File: config.mk
export PLATFORM = sky130hd
export DESIGN_NAME = asic_output_classifier
export DESIGN_NICKNAME = d
export VERILOG_FILES = /design/src/rtl/asic_output_classifier.sv
export SDC_FILE = /design/constraint.sdc
export NUM_CORES = 1
export LEC_CHECK = 0
export ABC_AREA = 1
export ABC_CLOCK_PERIOD_IN_PS = 2900
export CAP_MARGIN = 20
export CORE_MARGIN = 2
export CORE_UTILIZATION = 51
export CTS_BUF_LIST = sky130_fd_sc_hd__clkbuf_4
export CTS_CLUSTER_DIAMETER = 80
export DETAILED_ROUTE_END_ITERATION = 7
export PLACE_DENSITY = 0.85
export SLEW_MARGIN = 30
export SYNTH_ARGS = -nofsm -noshare
export SYNTH_HDL_FRONTEND = slang
export SYNTH_SLANG_ARGS = --single-unit
export TNS_END_PERCENT = 1
File: constraint.sdc
create_clock -name clk -period 2.9 [get_ports clk]
set_input_delay 0.58 -clock clk [delete_from_list [all_inputs] [get_ports clk]]
set_output_delay 0.58 -clock clk [all_outputs]
set_load 0.005 [all_outputs]
File: src/rtl/asic_output_classifier.sv
// rtl/asic_output_classifier.sv - XADC DRP poller, box-car averager and argmax classifier
// Reads NUM_CH aux channels per EOS, averages 2^AVG_LOG2 rounds, then picks the strongest output.
module asic_output_classifier #(
  parameter int         NUM_CH    = 4,
  parameter logic [6:0] BASE_ADDR = 7'h10,
  parameter int         DATA_W    = 12,
  parameter int         AVG_LOG2  = 2,
  parameter int         TIMEOUT   = 63,
  localparam int        IDX_W     = (NUM_CH > 1) ? $clog2(NUM_CH) : 1
) (
  input  logic                     clk,
  input  logic                     rst,
  input  logic                     enable,
  input  logic [DATA_W-1:0]        threshold,
  output logic [6:0]               DADDR,
  output logic                     DEN,
  output logic [15:0]              DI,
  output logic                     DWE,
  input  logic                     BUSY,
  input  logic [15:0]              DO,
  input  logic                     DRDY,
  input  logic                     EOS,
  output logic [NUM_CH*DATA_W-1:0] measured,
  output logic [IDX_W-1:0]         network_output,
  output logic                     no_decision,
  output logic                     result_valid,
  output logic                     drp_timeout
);

  localparam int ACC_W    = DATA_W + AVG_LOG2;
  localparam int RND_W    = (AVG_LOG2 > 0) ? AVG_LOG2 : 1;
  localparam int TMO_W    = (TIMEOUT > 1) ? $clog2(TIMEOUT) : 1;
  localparam int LAST_RND = (1 << AVG_LOG2) - 1;

  typedef enum logic [2:0] {IDLE, REQ, WAIT, AVG, CMP, DONE} state_t;

  state_t            state_q, state_d;
  logic [IDX_W-1:0]  ch_q, ch_d;
  logic [RND_W-1:0]  rnd_q, rnd_d;
  logic [TMO_W-1:0]  tmo_cnt_q, tmo_cnt_d;
  logic [ACC_W-1:0]  acc_q [NUM_CH];
  logic [ACC_W-1:0]  acc_d [NUM_CH];
  logic [DATA_W-1:0] meas_q [NUM_CH];
  logic [DATA_W-1:0] meas_d [NUM_CH];
  logic [IDX_W-1:0]  best_idx_q, best_idx_d;
  logic [DATA_W-1:0] best_val_q, best_val_d;
  logic [IDX_W-1:0]  net_q, net_d;
  logic              nodec_q, nodec_d;
  logic              tmo_flag_q, tmo_flag_d;
  logic [IDX_W-1:0]  cand_idx;
  logic [DATA_W-1:0] cand_val;
  logic              unused_inputs;

  // BUSY never gates a read, and only the top DATA_W bits of DO carry the measurement.
  assign unused_inputs = ^{BUSY, DO};

  always_comb begin
    state_d      = state_q;
    ch_d         = ch_q;
    rnd_d        = rnd_q;
    tmo_cnt_d    = tmo_cnt_q;
    acc_d        = acc_q;
    meas_d       = meas_q;
    best_idx_d   = best_idx_q;
    best_val_d   = best_val_q;
    net_d        = net_q;
    nodec_d      = nodec_q;
    tmo_flag_d   = tmo_flag_q;
    cand_idx     = best_idx_q;
    cand_val     = best_val_q;
    DEN          = 1'b0;
    DADDR        = 7'd0;
    result_valid = 1'b0;
    case (state_q)
      IDLE: begin
        if (EOS && enable) begin
          ch_d    = '0;
          state_d = REQ;
        end
      end
      REQ: begin
        DEN       = 1'b1;
        DADDR     = BASE_ADDR + 7'(ch_q);
        tmo_cnt_d = '0;
        state_d   = WAIT;
      end
      WAIT: begin
        if (DRDY) begin
          acc_d[ch_q] = acc_q[ch_q] + ACC_W'(DO[15 -: DATA_W]);
          if (ch_q != IDX_W'(NUM_CH - 1)) begin
            ch_d    = ch_q + 1'b1;
            state_d = REQ;
          end else if (int'(rnd_q) < LAST_RND) begin
            rnd_d   = rnd_q + 1'b1;
            state_d = IDLE;
          end else begin
            state_d = AVG;
          end
        end else if (tmo_cnt_q == TMO_W'(TIMEOUT - 1)) begin
          // A partial round is useless for averaging, so it is discarded entirely.
          tmo_flag_d = 1'b1;
          rnd_d      = '0;
          for (int c = 0; c < NUM_CH; c++) acc_d[c] = '0;
          state_d    = IDLE;
        end else begin
          tmo_cnt_d = tmo_cnt_q + 1'b1;
        end
      end
      AVG: begin
        for (int c = 0; c < NUM_CH; c++) begin
          meas_d[c] = DATA_W'(acc_q[c] >> AVG_LOG2);
          acc_d[c]  = '0;
        end
        rnd_d   = '0;
        ch_d    = '0;
        state_d = CMP;
      end
      CMP: begin
        if ((ch_q == '0) || (meas_q[ch_q] > best_val_q)) begin
          cand_idx = ch_q;
          cand_val = meas_q[ch_q];
        end
        best_idx_d = cand_idx;
        best_val_d = cand_val;
        // Decision is registered on the final scan step so it is visible alongside result_valid.
        if (ch_q == IDX_W'(NUM_CH - 1)) begin
          net_d   = cand_idx;
          nodec_d = (cand_val < threshold);
          state_d = DONE;
        end else begin
          ch_d = ch_q + 1'b1;
        end
      end
      DONE: begin
        result_valid = 1'b1;
        tmo_flag_d   = 1'b0;
        state_d      = IDLE;
      end
      default: state_d = IDLE;
    endcase
  end

  always_ff @(posedge clk) begin
    if (rst) begin
      state_q    <= IDLE;
      ch_q       <= '0;
      rnd_q      <= '0;
      tmo_cnt_q  <= '0;
      best_idx_q <= '0;
      best_val_q <= '0;
      net_q      <= '0;
      nodec_q    <= 1'b0;
      tmo_flag_q <= 1'b0;
      for (int c = 0; c < NUM_CH; c++) begin
        acc_q[c]  <= '0;
        meas_q[c] <= '0;
      end
    end else begin
      state_q    <= state_d;
      ch_q       <= ch_d;
      rnd_q      <= rnd_d;
      tmo_cnt_q  <= tmo_cnt_d;
      best_idx_q <= best_idx_d;
      best_val_q <= best_val_d;
      net_q      <= net_d;
      nodec_q    <= nodec_d;
      tmo_flag_q <= tmo_flag_d;
      for (int c = 0; c < NUM_CH; c++) begin
        acc_q[c]  <= acc_d[c];
        meas_q[c] <= meas_d[c];
      end
    end
  end

  for (genvar g = 0; g < NUM_CH; g++) begin : g_meas
    assign measured[g*DATA_W +: DATA_W] = meas_q[g];
  end

  assign network_output = net_q;
  assign no_decision    = nodec_q;
  assign drp_timeout    = tmo_flag_q;
  assign DI             = 16'd0;
  assign DWE            = 1'b0;

endmodule

== Word level (Yosys, flattened, before mapping) ==
Cells that the tools add are included.
Cells by class
  $add $sub $neg: 5
  multipliers: 0
  div/mod/pow operators: 0
  $lt $le $gt $ge: 5
  equal/unequal tests: 19
  shifts and indexed selects: 0
  mux-type cells: 41
  bitwise operators: 1
  reduce and logical (&&, ||, !) cells: 16
Operators with widths (number)
  56-bit two-way mux: 2
  56-bit one-hot mux with 2 select lines: 1
  56-bit bitwise mux: 1
  12-bit two-way mux: 4
  14-bit two-way mux: 3
  14-bit binary-select mux with 2-bit select: 1
  14-bit demux with 2-bit select: 1
  12-bit binary-select mux with 2-bit select: 1
  2-bit two-way mux: 11
  6-bit two-way mux: 3
  2-bit inequality test (second input constant): 9
  3-bit one-hot mux with 5 select lines: 1
  14-bit by 12-bit adder with 14-bit output: 1
  12-bit > comparator: 1
  12-bit less-than comparator: 1
  3-bit two-way mux: 4
  6-bit one-hot mux with 2 select lines: 1
  3-bit inequality test (second input constant): 3
  3-bit AND reduction: 3
  2-bit one-hot mux with 4 select lines: 1
  5-bit by 2-bit adder with 6-bit output (first input constant): 1
  6-bit by 1-bit adder with 6-bit output (second input constant): 1
  3-bit by 2-bit equality test with 1-bit output (second input constant): 2
  3-bit equality test (second input constant): 2
  other kinds (20): 28
Word-level totals
  bits in registers: 135
  latch bits: 0
  memory bits (writable): 0
  memory bits (read-only): 0
  output and inout port bits: 78
  word-level logic and storage cells: 104
  memories kept: 0

== Depth between registers and ports, before layout ==
  depth after elaboration: 9
  depth in mapped cells: 27
  gate-level depth less buffers: 24

== Worst setup path after synthesis ==
No wires, ideal clock.
  path kind: reg-to-reg
  start point: register ch_q[0]
  end point: register nodec_q, in the netlist no_decision
  data arrival time: 3053 ps
  slack: -223 ps
  cell stages (with the launch flop): 24
  clock period less this slack: 3123 ps
  cells stage by stage: dfxtp_1 buf_2 inv_2 clkbuf_1 o21ai_0 o22ai_1 ha_1 nand2_1 inv_1 nand2_1 nor2_1 nand2_1 nand3_1 nand2_1 nand2_1 buf_2 nand2_1 o21ai_1 ha_1 a21oi_1 o21ai_0 nor3_1 nand2_1 a21oi_1
Between the ends
  longest elaborated chain between the ends: 9
RTL lines
  start: declaration: line 38  | logic [IDX_W-1:0] ch_q, ch_d;
  start signal: assignment: line 160  | ch_q <= ch_d;
  2-bit inverter with 3-bit output (implied by the code): line 119, 121
  12-bit binary-select mux with 2-bit select: line 119, 121
  12-bit two-way mux (implied by the code) (2 in a row): line 119, 121
  12-bit > comparator: line 119  | if ((ch_q == '0) || (meas_q[ch_q] > best_val_q)) begin
  1-bit logical OR: line 119
  12-bit two-way mux: line 119
  12-bit two-way mux: line 74  | case (state_q)
  12-bit less-than comparator: line 128  | nodec_d = (cand_val < threshold);
  end signal: assignment: line 166  | nodec_q <= nodec_d;
  end: declaration: line 48  | logic nodec_q, nodec_d;
Several ways; a longest one is shown, not always the timed one. The select of a mux whose other input is x is not followed.
A chain may end at the register's enable or synchronous reset.

== Worst setup path after layout ==
Ends and elaborated chain as after synthesis.

==> metrics.log <==
[metrics] shortest period the worst path allows: 3258 ps
[metrics] routed via count: 7779
[metrics] mapped cell area: 7269 um^2
[metrics] internal reg-to-reg setup slack: -360 ps
[metrics] effective utilization at floorplan: 0.5237
[metrics] setup repair after global routing missed its margin: yes
[metrics] Required @ worst endpoint: 3400 ps
[metrics] final core utilization: 0.6768
[metrics] Max Clk Rate: 0.3069 GHz
[metrics] Global Route Usage Sum: 0.2727
[metrics] PwrDens: 495.5 nW/um^2
[metrics] Residual DRC: 0
[metrics] number of H-tree levels: 4
[metrics] Leakage: 3.859 nW
[metrics] GR Layer Usage met2: 0.4519
[metrics] proportion of register bits with asynchronous set or reset after synthesis: 0
[metrics] cts-stage hold buffer count: 0
[metrics] number of synthesized register bits: about 140
[metrics] number of endpoints with negative hold slack in the final report: 0
[metrics] worst setup margin: -358.1 ps
[metrics] type of element launching the critical path: register
[metrics] pin count of the biggest net entering global routing: 71
[metrics] CTS tree: yes
[metrics] total inserted antenna cells: 0
[metrics] Total Wirelength: 22680 um
[metrics] detailed router's first-iteration violation count: 1010
[metrics] Post-Syn Area per Cell: roughly 7 um^2
[metrics] Max Clock Skew: 21.12 ps
[metrics] hold path startpoint: acc_q[29]
[metrics] core region area: around 14000 um^2
[metrics] type of element capturing the critical path: register
[metrics] post-placement setup slack: -375.6 ps
[metrics] endpoint of the worst hold-timing path: acc_q[29]
[metrics] clock tree root buffer cell: sky130_fd_sc_hd__clkbuf_4
[metrics] Maximum Capacitance Violations: 0
[metrics] arrival time of the worst setup path: roughly 3800 ps
[metrics] total I/O pin count: 112
[metrics] number of endpoints failing setup at the final stage: 9
[metrics] placement row count: 43
[metrics] setup_tns: -1292 ps
[metrics] most common cell in the netlist: sky130_fd_sc_hd__nand2_1
[metrics] width of the die: 123.4 um
[metrics] gate count of the mapped netlist: 1039
[metrics] violated checks: negative setup slack
[metrics] Worst Max-Slew Pin Slew: 712.8 ps
[metrics] Synth area leaders: sky130_fd_sc_hd__dfxtp_1, sky130_fd_sc_hd__nand2_1, sky130_fd_sc_hd__a21oi_1
[metrics] floorplan die height: 123.4 um
[metrics] initial antenna violation count: 1
[metrics] number of flops mapped to enable cells by yosys: 0
[metrics] later-pin clock latency in the skew report: ~560 ps
[metrics] first-pass GRT wire length: 32570 um
[metrics] overflow left after global routing: 0
[metrics] share of post-route cells with drive strength above 1: 0.1808
[metrics] IR Drop Worst-Case VDD: 0.0002764 V
[metrics] number of cells on the worst reg-to-reg path: 21
[metrics] r2r startpoint: ch_q[0]
[metrics] Placer Congestion: 0.8584
[metrics] synth cell count leaders: sky130_fd_sc_hd__nand2_1, sky130_fd_sc_hd__a21oi_1, sky130_fd_sc_hd__dfxtp_1, sky130_fd_sc_hd__inv_1, sky130_fd_sc_hd__o21ai_0
[metrics] cell taking the most area after synthesis: sky130_fd_sc_hd__dfxtp_1
[metrics] input/output buffers: 85
[metrics] number of nets in the finished design: 1259
[metrics] share of Yosys cell area claimed by the top area cell type: 0.3718
[metrics] die area: 15230 um^2
[metrics] proportion of synthesized chip area in sequential cells: 0.3718
[metrics] worst hold slack after final layout: 468.9 ps
[metrics] path type of the worst setup path: reg2reg
[metrics] first-pass iteration count of the detailed router: 6
[metrics] Sinks on Clock Net: 135
[metrics] area of placed instances: 8623 um^2
[metrics] Worst Hold Class: reg2reg
[metrics] number of vias per cell after detailed routing: around 5.7
[metrics] Filler cells: approximately 1100
[metrics] vias in the first global route: 7001
[metrics] final worst-path cycle share: 1.123
[metrics] distinct cell type count of the synthesized netlist: 46
[metrics] most used routing layer: met2
[metrics] Inserted Clock Buffers: 17
[metrics] headroom to the max-slew limit: 0.5248
[metrics] capture point of the worst reg-to-reg path: no_decision
[metrics] clock-pin slew of the registers on the worst-case setup and hold paths: roughly 120 ps
[metrics] routed wire length per instance: 16.49 um
[metrics] Yosys Warn Count: 0
[metrics] Clock Tree Buf Depth: 2
[metrics] number of instances on the worst hold path: 2
[metrics] largest fanout of any net on the critical path: 7
[metrics] run status: finished, violations left
[metrics] max-slew violation count: 0
[metrics] Area Overhead vs Synth: 29.23%
[metrics] estimated wirelength of the detail-placed design: 14270 um
[metrics] post-route cell area: 9394 um^2
[metrics] remaining number of nets flagged by the antenna check after routing: 0
[metrics] met1 usage: 0.3418
[metrics] M3 GR Usage: 0.05996
[metrics] predominant post-synthesis flop cell: sky130_fd_sc_hd__dfxtp_1
through the flow:
| step | cells | total power, W |
|---|---|---|
| 6_report | 1375 | 0.004655 |
| 5_1_grt | 1375 | 0.004832 |
| 4_1_cts | 1360 | 0.004419 |
| 3_5_place_dp | 1326 | 0.003096 |
| 3_3_place_gp | 1326 | 0.003060 |
| 2_1_floorplan | 1059 | 0.002728 |
area by class of cell:
type	count	area [um^2]	share of cell area
multi-input cells	758	4141	0.4409
flip-flops and latches	135	2708	0.2882
repair buffers	177	1667	0.1774
inverters	92	352.8	0.03756
well taps	180	225.2	0.02397
clock inverters	14	158.9	0.01692
clock buffers	18	135.1	0.01438
repair inverters	1	6.256	0.0006660
layout by cell type (no fill, tap or decap), drive strengths merged, types with 3 or more instances in the layout:
master | netlist | routed
nor3b | 4 | 4
nand3b | 6 | 6
ha | 42 | 42
conb | 1 | 21
clkbuf | 35 | 20
buf | 41 | 91
nand2 | 279 | 281
clkdlybuf4s50 | 0 | 84
nand3 | 26 | 26
xnor2 | 3 | 3
a211oi | 4 | 4
a21oi | 152 | 152
nor3 | 5 | 5
xor2 | 5 | 5
bufinv | 0 | 3
inv | 91 | 92
dfxtp | 135 | 135
nand4 | 5 | 5
clkinv | 1 | 10
o22ai | 24 | 24
nor2 | 78 | 78
o21ai | 88 | 88
repair_timing:
item                       4_1_cts  5_1_grt
resized for setup               10       85
buffers inserted                 1       11
pin swaps                        3       16
gates cloned                     1        4
setup endpoints to repair        6       18
worst max-delay path: stages (launching register included):
cell and delay, ps:
sky130_fd_sc_hd__dfxtp_4 440, sky130_fd_sc_hd__buf_8 150, sky130_fd_sc_hd__o21ai_0 140, sky130_fd_sc_hd__o22ai_1 120, sky130_fd_sc_hd__buf_4 160, sky130_fd_sc_hd__ha_1 290, sky130_fd_sc_hd__nand2_2 60, sky130_fd_sc_hd__inv_1 60
sky130_fd_sc_hd__nand2_2 70, sky130_fd_sc_hd__nor2_1 140, sky130_fd_sc_hd__nand4_1 130, sky130_fd_sc_hd__nand2_2 170, sky130_fd_sc_hd__nand2_4 110, sky130_fd_sc_hd__nand2_2 90, sky130_fd_sc_hd__o21ai_2 60, sky130_fd_sc_hd__ha_1 320
sky130_fd_sc_hd__a21oi_2 120, sky130_fd_sc_hd__nand3b_1 130, sky130_fd_sc_hd__a21oi_2 60, sky130_fd_sc_hd__nor3_2 160, sky130_fd_sc_hd__nand2_1 80, sky130_fd_sc_hd__a21oi_2 110
where the power goes:
group          total (W)  switching, W  internal (W)
sequential       0.00191     0.0000306       0.00188
combinational    0.00143      0.000871      0.000555
clock            0.00131      0.000717      0.000597
total            0.00465       0.00162       0.00304
worst max path at each step:
stage | start | to | slack (ps)
after floorplan | ch_q[0] | no_decision | 5
after global placement | ch_q[1] | no_decision | -250
after detailed placement | ch_q[1] | no_decision | -380
after CTS | ch_q[0] | no_decision | -150
after global routing | ch_q[0] | no_decision | -560
final | ch_q[0] | no_decision | -360
routing by layer:
metal,vias up,part of all wire
met4,0,0.041
met2,429,0.47
li1,3681,-
met5,-,0
met3,107,0.088
met1,3562,0.40
flip-flops by register name, summed over array words and instances (netlist names):
name	flops
acc_q	56
best_idx_q	2
best_val_q	12
ch_q	2
drp_timeout	1
measured	48
network_output	2
no_decision	1
rnd_q	2
state_q	3
tmo_cnt_q	6
cells by family after synthesis:
group,count (synthesis),synth area share
and+or+nand+nor,406,0.2336
AOI/OAI and AO/OA,278,0.2046
buffers and inverters,168,0.1038
DFF,135,0.3718
adders and majority gates,43,0.07504
xor gates and xnor gates,8,0.01067
other,1,0.0005159
Power figures use the tool's default switching activity.
